===== src/rtl/bin_to_bcd_serial.sv =====
// Serial double-dabble converter: one binary value per request -> packed BCD digits, BIN_W+2 cycles each.
// Define SATURATE_EN to clamp out-of-range results to all-nines; otherwise the result wraps mod 10^DIGITS.
module bin_to_bcd_serial #(
    parameter int BIN_W  = 14,
    parameter int DIGITS = 4
) (
    input  logic                  clock_50Mhz,
    input  logic                  reset,
    input  logic [BIN_W-1:0]      bin_in,
    input  logic                  in_valid,
    output logic                  in_ready,
    output logic [4*DIGITS-1:0]   bcd_out,
    output logic                  out_valid,
    output logic                  overflow
);

    // Scratch carries one spare digit above the displayed ones so overflow is visible.
    localparam int SCR_W = 4 * (DIGITS + 1);
    localparam int SR_W  = SCR_W + BIN_W;
    localparam int CNT_W = $clog2(BIN_W);

`ifdef SATURATE_EN
    localparam bit SAT_EN = 1'b1;
`else
    localparam bit SAT_EN = 1'b0;
`endif

    localparam logic [1:0] IDLE  = 2'd0;
    localparam logic [1:0] SHIFT = 2'd1;
    localparam logic [1:0] DONE  = 2'd2;

    logic [1:0]           state;
    logic [CNT_W-1:0]     bit_cnt;
    logic                 accept;
    logic [SR_W-1:0]      sr_p0;
    logic [SR_W-1:0]      sr_next;
    logic [SCR_W-1:0]     scr_next;
    logic                 ovf_next;
    logic [4*DIGITS-1:0]  bcd_next;

    function automatic logic [SR_W-1:0] dabble_step(input logic [SR_W-1:0] sr);
        logic [SR_W-1:0] adj;
        adj = sr;
        for (int k = 0; k < DIGITS + 1; k++) begin
            if (adj[BIN_W+4*k +: 4] >= 4'd5)
                adj[BIN_W+4*k +: 4] = adj[BIN_W+4*k +: 4] + 4'd3;
        end
        return {adj[SR_W-2:0], 1'b0};
    endfunction

    function automatic logic [4*DIGITS-1:0] saturate(input logic [4*DIGITS-1:0] low,
                                                     input logic ovf);
        return (SAT_EN && ovf) ? {DIGITS{4'h9}} : low;
    endfunction

    assign in_ready = (state == IDLE);
    assign accept   = in_valid & in_ready;

    assign sr_next  = dabble_step(sr_p0);
    assign scr_next = sr_next[SR_W-1 -: SCR_W];
    assign ovf_next = |scr_next[SCR_W-1 -: 4];
    assign bcd_next = saturate(scr_next[4*DIGITS-1:0], ovf_next);

    // Stage p0: shift register, loaded on accept and stepped once per SHIFT cycle.
    always_ff @(posedge clock_50Mhz) begin
        if (accept)
            sr_p0 <= {{SCR_W{1'b0}}, bin_in};
        else if (state == SHIFT)
            sr_p0 <= sr_next;
    end

    // Control and output registers; the result is captured on the final shift so
    // bcd_out and out_valid change together and never expose partial values.
    always_ff @(posedge clock_50Mhz or negedge reset) begin
        if (!reset) begin
            state     <= IDLE;
            bit_cnt   <= '0;
            bcd_out   <= '0;
            overflow  <= 1'b0;
            out_valid <= 1'b0;
        end else begin
            out_valid <= 1'b0;
            case (state)
                IDLE: begin
                    if (accept) begin
                        state   <= SHIFT;
                        bit_cnt <= CNT_W'(BIN_W - 1);
                    end
                end
                SHIFT: begin
                    if (bit_cnt == '0) begin
                        state     <= DONE;
                        bcd_out   <= bcd_next;
                        overflow  <= ovf_next;
                        out_valid <= 1'b1;
                    end else begin
                        bit_cnt <= bit_cnt - 1'b1;
                    end
                end
                DONE:    state <= IDLE;
                default: state <= IDLE;
            endcase
        end
    end

endmodule


===== config.mk =====
export PLATFORM = sky130hd
export DESIGN_NAME = bin_to_bcd_serial
export DESIGN_NICKNAME = d
export VERILOG_FILES = /design/src/rtl/bin_to_bcd_serial.sv
export SDC_FILE = /design/constraint.sdc
export NUM_CORES = 1
export LEC_CHECK = 0
export ABC_CLOCK_PERIOD_IN_PS = 1540
export CAP_MARGIN = 20
export CORE_MARGIN = 3
export CORE_UTILIZATION = 50
export CTS_BUF_LIST = sky130_fd_sc_hd__clkbuf_8
export CTS_CLUSTER_DIAMETER = 80
export DETAILED_ROUTE_END_ITERATION = 12
export GPL_ROUTABILITY_DRIVEN = 0
export PLACE_DENSITY = 0.74
export SLEW_MARGIN = 40
export SYNTH_ARGS = -nofsm -noshare
export SYNTH_HDL_FRONTEND = slang
export SYNTH_SLANG_ARGS = --single-unit

===== constraint.sdc =====
create_clock -name clock_50Mhz -period 1.54 [get_ports clock_50Mhz]
set_input_delay 0.231 -clock clock_50Mhz [delete_from_list [all_inputs] [get_ports clock_50Mhz]]
set_output_delay 0.231 -clock clock_50Mhz [all_outputs]
set_load 0.02 [all_outputs]

==> results of run 1 <==
==> stage by stage <==
stage | TNS, ps | instances | power [mW]
floorplan | 0 | 269 | 5.24
global placement | -41.6 | 384 | 6.50
finish | 0 | 404 | 8.11
detailed placement | -262 | 384 | 6.64
global route | -61.8 | 404 | 8.75
CTS | 0 | 400 | 7.79
==> worst register-to-register path, cell delays in order, from the launching register on <==
cell and delay (ps):
dfrtp_1 370, inv_1 60, ha_2 170, nor3b_4 270, nand2_4 100, inv_4 100
and4b_1 200, a31oi_1 80
==> cells in the mapped netlist (2+ instances only) <==
cell / instances
inv_1: 13
edfxtp_1: 14
buf_4: 2
dfxtp_1: 20
a31oi_2: 4
ha_1: 11
or3b_2: 4
o21ai_1: 19
a211oi_1: 2
buf_2: 6
xnor2_1: 5
nand2b_1: 6
nor2_1: 3
mux2_2: 5
nor3_1: 5
a21oi_1: 11
nand2_1: 66
dfrtp_1: 24
nor2_2: 5
o21ai_0: 10
o22ai_1: 9
nor3b_1: 4
==> repair_timing <==
item,CTS,global route
setup endpoints to repair,14,27
gates resized for setup,14,32
setup buffers,0,3
gates cloned,0,1
pin swaps,0,10
==> area by class of cell <==
type	instances	share of cell area, %
clock buffer	11	4.28
inverter	15	1.66
tap	70	2.47
timing repair buffer	60	16.8
sequential	58	40.2
clock inverter	5	0.636
multi-input combinational	185	34.0
==> report_power, final <==
| group | total, mW | switching [mW] | internal, mW | leakage [nW] |
|---|---|---|---|---|
| registers | 2.86 | 0.474 | 2.39 | 0.621 |
| clock network | 1.24 | 0.585 | 0.652 | 0.103 |
| logic | 4.01 | 2.07 | 1.94 | 0.930 |
==> kinds of logic (layout without fill, tap and decap cells) <==
kind of cell | after synthesis | in the layout | synth area share, %
adder cells (fa/ha/maj) | 11 | 11 | 5.14
XOR/XNOR | 5 | 5 | 1.64
buffers and inverters | 26 | 91 | 5.00
AND/OR/NAND/NOR | 103 | 103 | 19.2
multiplexers | 6 | 6 | 2.48
AO/OA/AOI/OAI | 60 | 60 | 13.5
flip-flops | 58 | 58 | 53.1
==> worst min path at each step <==
stage	from	end	slack [ps]	cells after the start
6_report	reset	bcd_out[9]	250	2
5_1_grt	reset	bcd_out[9]	280	2
4_1_cts	reset	bcd_out[9]	250	2
3_5_place_dp	bcd_out[0]	bcd_out[0]	470	2
3_3_place_gp	bcd_out[0]	bcd_out[0]	460	2
2_1_floorplan	reset	bcd_out[0]	-60	0
==> registers in the layout, summed over array words and instances (netlist names) <==
register,cells
bcd_out,16
bit_cnt,4
out_valid,1
overflow,1
sr_p0,34
state,2
==> routing by layer <==
metal	GRT usage [%]	vias to the layer above	share of wire (%)	wire length (um)
li1	-	1045	-	-
met4	7.04	0	1.7	92
met2	30.0	23	50	2730
met3	7.48	9	3.4	189
met5	0	-	0	0
met1	22.9	945	45	2470
==> results.ini, run 1 <==
[logic_synthesis]
ys_types=43
yosys.area.top_type_share_pct=22.4
synth_area_um2=2680
ys_async_sr_fraction_pct=41.4
synth_ff_type=dfrtp_1
synth_nets=297
postSynthAreaPerCell_um2=9.95
seq_area_frac_synth_pct=53.1
synthTopCellsByArea=dfrtp_1 (22%), edfxtp_1 (16%), dfxtp_1 (15%), nand2_1 (9.3%), ha_1 (5.1%)
ys_warn_count=0
yosysTopAreaCell=dfrtp_1
synth_edf_count=14
synth_cells=269
synth-seq-cells=58

[layout]
fill_cells=426
final_cell_mix=nand2_1 (66), dfrtp_1 (24), buf_4 (20)
antenna_cells=0
layout_commonest_cell=nand2_1
synthToLayoutAreaGrowth_pct=32.2
design_area_um2=3540
drive_above_1_share_pct=25.1
multi_input_area_um2=1200
seqCellArea_um2=1420
utilization_pct=68.9
nets=357

[clocking]
cts_hold_buf=0
root_buffer=clkbuf_8
clkTransAtPathRegs_ps=70
cts_tree=done
cts_made_buffers=9
clk_latency_ps=340
cts.sinks=58
clock_path_buffers=2
cts_htree_levels=3

[worst_setup_path]
ff2ff_setup_slack_ps=50
critPathLaunchType=flop
reg2reg_from=bit_cnt[1]
path_max_fanout=3
crit_buf_inv=2
critical_path.top_delay_family=simple AND/OR/NAND/NOR gates
reg2reg_to=overflow
path_class=flop to flop
cp.depth=7
crit_arrival_ps=1700
crit_end=overflow
cp.required_ps=1750
cp-end-kind=flop
cp_slowest_cell=dfrtp_1
max_stage_delay_ps=370
worst-r2r-cell-count=7
crit_chain=inv_1, ha_2, nor3b_4, nand2_4, inv_4, and4b_1, a31oi_1
critical_path.startpoint=bit_cnt[1]

[sta]
holdWs_ps=250
maxSlewViolCount=0
hold_viol_final=0
slew_headroom_pct=77.6
fmax_ghz=0.673
worst_slack_ps=54.6
layout_min_cycle_time_ps=1490
clock-skew-final_ps=9.25
rsz0062_at_grt=true
worst_pin_slew_ps=335
min_period_over_period_pct=96.5
finalSetupViolCount=0

[route]
drt_drc_violations_left=0
ant_nets=0
dr_total_vias=2022
drt_iter0_markers=89
viasPerCell=5.00
wire_per_inst_um=13.6
dr.pass1.iters=4
drt_wl_total_um=5480

[placed_design]
place_area_um2=3230
dp_slack_ps=-102
io_buffers=35
hpwl_um=3650

[floorplanning]
start_util_pct=52.1
num_rows=26
chipWidth_um=79.2
die_h_um=79.2
die-area_um2=6270
design.core.area_um2=5140
io-pin-count=36

[global_route]
antenna_found_initial=0
grt_max_degree=25
grt_usage_pct=18.8
grt_pass1_vias=1985
grt_pass1_wl_um=8980
gr-total-overflow=0

[pwr]
power_density_nw_per_um2=2290
p_leak_nw=1.65
ir_worst_vdd_uv=1190

[min_path]
hold_path.class=input pin to asynchronous set/reset pin

[job]
cap_violations=0

[run_status]
status=complete, no violations

No activity file was read; power rests on OpenSTA's default activity.
==> run 2: changes to the inputs <==
- CORE_MARGIN: 3 -> not set
- CTS_CLUSTER_DIAMETER: 80 -> not set
==> run 2 against run 1 <==
Clock-buffer cell count fell by 2. Register-to-register slack about the same. Cell count up 0.50%. Cell area increased by 1.6%. Via count grew 2.9%. Hold slack gained 11 ps. Die area shrank 9.8%. Combinational power increased by 1%. Highest routed layer unchanged.
==> results.ini, run 2 (synthesized netlist as in run 1, its figures left out) <==
[worst_setup_path]
cp-end-kind=flop  ; unchanged
crit_arrival_ps=1690  ; was 1700 ps
max_stage_delay_ps=400  ; was 370 ps
critPathLaunchType=flop  ; unchanged
path_max_fanout=3  ; unchanged
cp_slowest_cell=dfrtp_1  ; unchanged
cp.required_ps=1750  ; about the same
crit_buf_inv=2  ; unchanged
worst-r2r-cell-count=7  ; unchanged
reg2reg_from=bit_cnt[1]  ; unchanged
path_class=flop to flop  ; unchanged
critical_path.top_delay_family=simple AND/OR/NAND/NOR gates  ; unchanged
ff2ff_setup_slack_ps=60  ; was 50 ps
crit_chain=inv_1, ha_4, nor3b_4, nand2_4, clkinv_2, and4b_1, a31oi_1  ; was inv_1, ha_2, nor3b_4, nand2_4, inv_4, and4b_1, a31oi_1
reg2reg_to=overflow  ; unchanged

[layout]
drive_above_1_share_pct=25.6  ; was 25.1%
multi_input_area_um2=1210  ; was 1200 um2
synthToLayoutAreaGrowth_pct=34.3  ; was 32.2%
utilization_pct=70.0  ; was 68.9%
top_register=sr_p0  ; unchanged
reg_top3=sr_p0: 34 flops, bcd_out: 16 flops, bit_cnt: 4 flops  ; unchanged
design_area_um2=3600  ; was 3540 um2
nets=359  ; was 357
antenna_cells=0  ; unchanged
fin_cells=406  ; was 404
layout_commonest_cell=nand2_1  ; unchanged
seqCellArea_um2=1420  ; unchanged
fill_cells=415  ; was 426
final_cell_mix=nand2_1 (66), dfrtp_1 (23), buf_4 (23)  ; was nand2_1 (66), dfrtp_1 (24), buf_4 (20)
largest_reg_flops=34  ; unchanged

[placed_design]
placedCellCount=384  ; unchanged
io_buffers=35  ; unchanged
place_area_um2=3250  ; was 3230 um2
hpwl_um=3590  ; was 3650 um

[route]
wire_per_inst_um=13.4  ; was 13.6 um
drt_iter0_markers=145  ; was 89
drt_wl_total_um=5430  ; was 5480 um
dr.pass1.iters=4  ; unchanged
drt_drc_violations_left=0  ; unchanged
viasPerCell=5.12  ; was 5.00
dr_total_vias=2080  ; was 2022
ant_nets=0  ; unchanged

[global_route]
grt_pass1_vias=1913  ; was 1985
grt_usage_pct=20.4  ; was 18.8%
gr-total-overflow=0  ; unchanged
grt_pass1_wl_um=8350  ; was 8980 um
grt_max_degree=25  ; unchanged
antenna_found_initial=0  ; unchanged

[run_status]
status=complete, no violations  ; unchanged

[clocking]
clock_path_buffers=2  ; unchanged
cts_hold_buf=0  ; unchanged
cts.sinks=58  ; unchanged
cts_htree_levels=3  ; unchanged
root_buffer=clkbuf_8  ; unchanged
cts_tree=done  ; unchanged
clk_latency_ps=340  ; about the same
clkTransAtPathRegs_ps=70  ; about the same
cts_made_buffers=9  ; unchanged

[floorplanning]
chipWidth_um=75.2  ; was 79.2 um
design.core.area_um2=5140  ; unchanged
die_h_um=75.2  ; was 79.2 um
num_rows=26  ; unchanged
start_util_pct=52.1  ; unchanged
die-area_um2=5650  ; was 6270 um2
io-pin-count=36  ; unchanged

[pwr]
p_leak_nw=1.72  ; was 1.65 nW
ir_worst_vdd_uv=1480  ; was 1190 uV
power_density_nw_per_um2=2350  ; was 2290 nW/um2

[sta]
fmax_ghz=0.675  ; was 0.673 GHz
clock-skew-final_ps=10.4  ; was 9.25 ps
hold_viol_final=0  ; unchanged
tns_ps=0  ; unchanged
min_period_over_period_pct=96.3  ; was 96.5%
layout_min_cycle_time_ps=1480  ; was 1490 ps
slew_headroom_pct=72.2  ; was 77.6%
worst_pin_slew_ps=416  ; was 335 ps
maxSlewViolCount=0  ; unchanged
rsz0062_at_grt=true  ; unchanged
finalSetupViolCount=0  ; unchanged

[job]
cap_violations=0  ; unchanged

[min_path]
hold_path.class=input pin to asynchronous set/reset pin  ; unchanged

run 2: worst max path at each step:
stage | from | slack, ps | end | cells after the start
finish | bit_cnt[1] | 60 | overflow | 7
global route | bit_cnt[1] | -40 | overflow | 8
CTS | bcd_out[1] | 1 | bcd_out[1] | 1
detailed placement | in_valid | -140 | bit_cnt[2] | 5
global placement | in_valid | -50 | bit_cnt[2] | 4
floorplan | state[0] | 100 | sr_p0[10] | 5
run 2: routing by layer:
| layer | global-route usage, % | wire [um] | vias to the layer above | share of wire, % |
|---|---|---|---|---|
| li1 | - | - | 1046 | - |
| met1 | 24.3 | 2520 | 1000 | 46 |
| met2 | 34.0 | 2690 | 26 | 49 |
| met3 | 5.22 | 151 | 8 | 2.8 |
| met4 | 11.1 | 78 | 0 | 1.4 |
| met5 | 0 | 0 | - | 0 |
run 2: power breakdown:
part           total (mW)  switching (mW)  internal [mW]
combinational        4.06            2.08           1.98
sequential           2.88           0.493           2.39
clock                1.50           0.608          0.897
run 2: cell type report:
cell class	count	share of cell area (%)
flip-flops and latches	58	39.6
clock inverters	7	2.37
inverters	15	1.60
multi-input cells	185	33.5
well taps	70	2.44
clock buffers	9	3.44
repair buffers	62	17.0
run 2: timing repair:
action	4_1_cts	5_1_grt
pin swaps	0	7
buffers inserted	0	6
setup endpoints to repair	11	47
hold endpoints to repair	0	0
gates resized for setup	10	35
run 2: metrics by stage:
step           total power [mW]  worst slack (ps)  hold WS [ps]
2_1_floorplan              5.24              99.4         -64.6
3_3_place_gp               6.51             -49.6           459
3_5_place_dp               6.65              -139           469
4_1_cts                    8.11              1.41           256
5_1_grt                    9.04             -42.5           280
6_report                   8.45              57.7           261
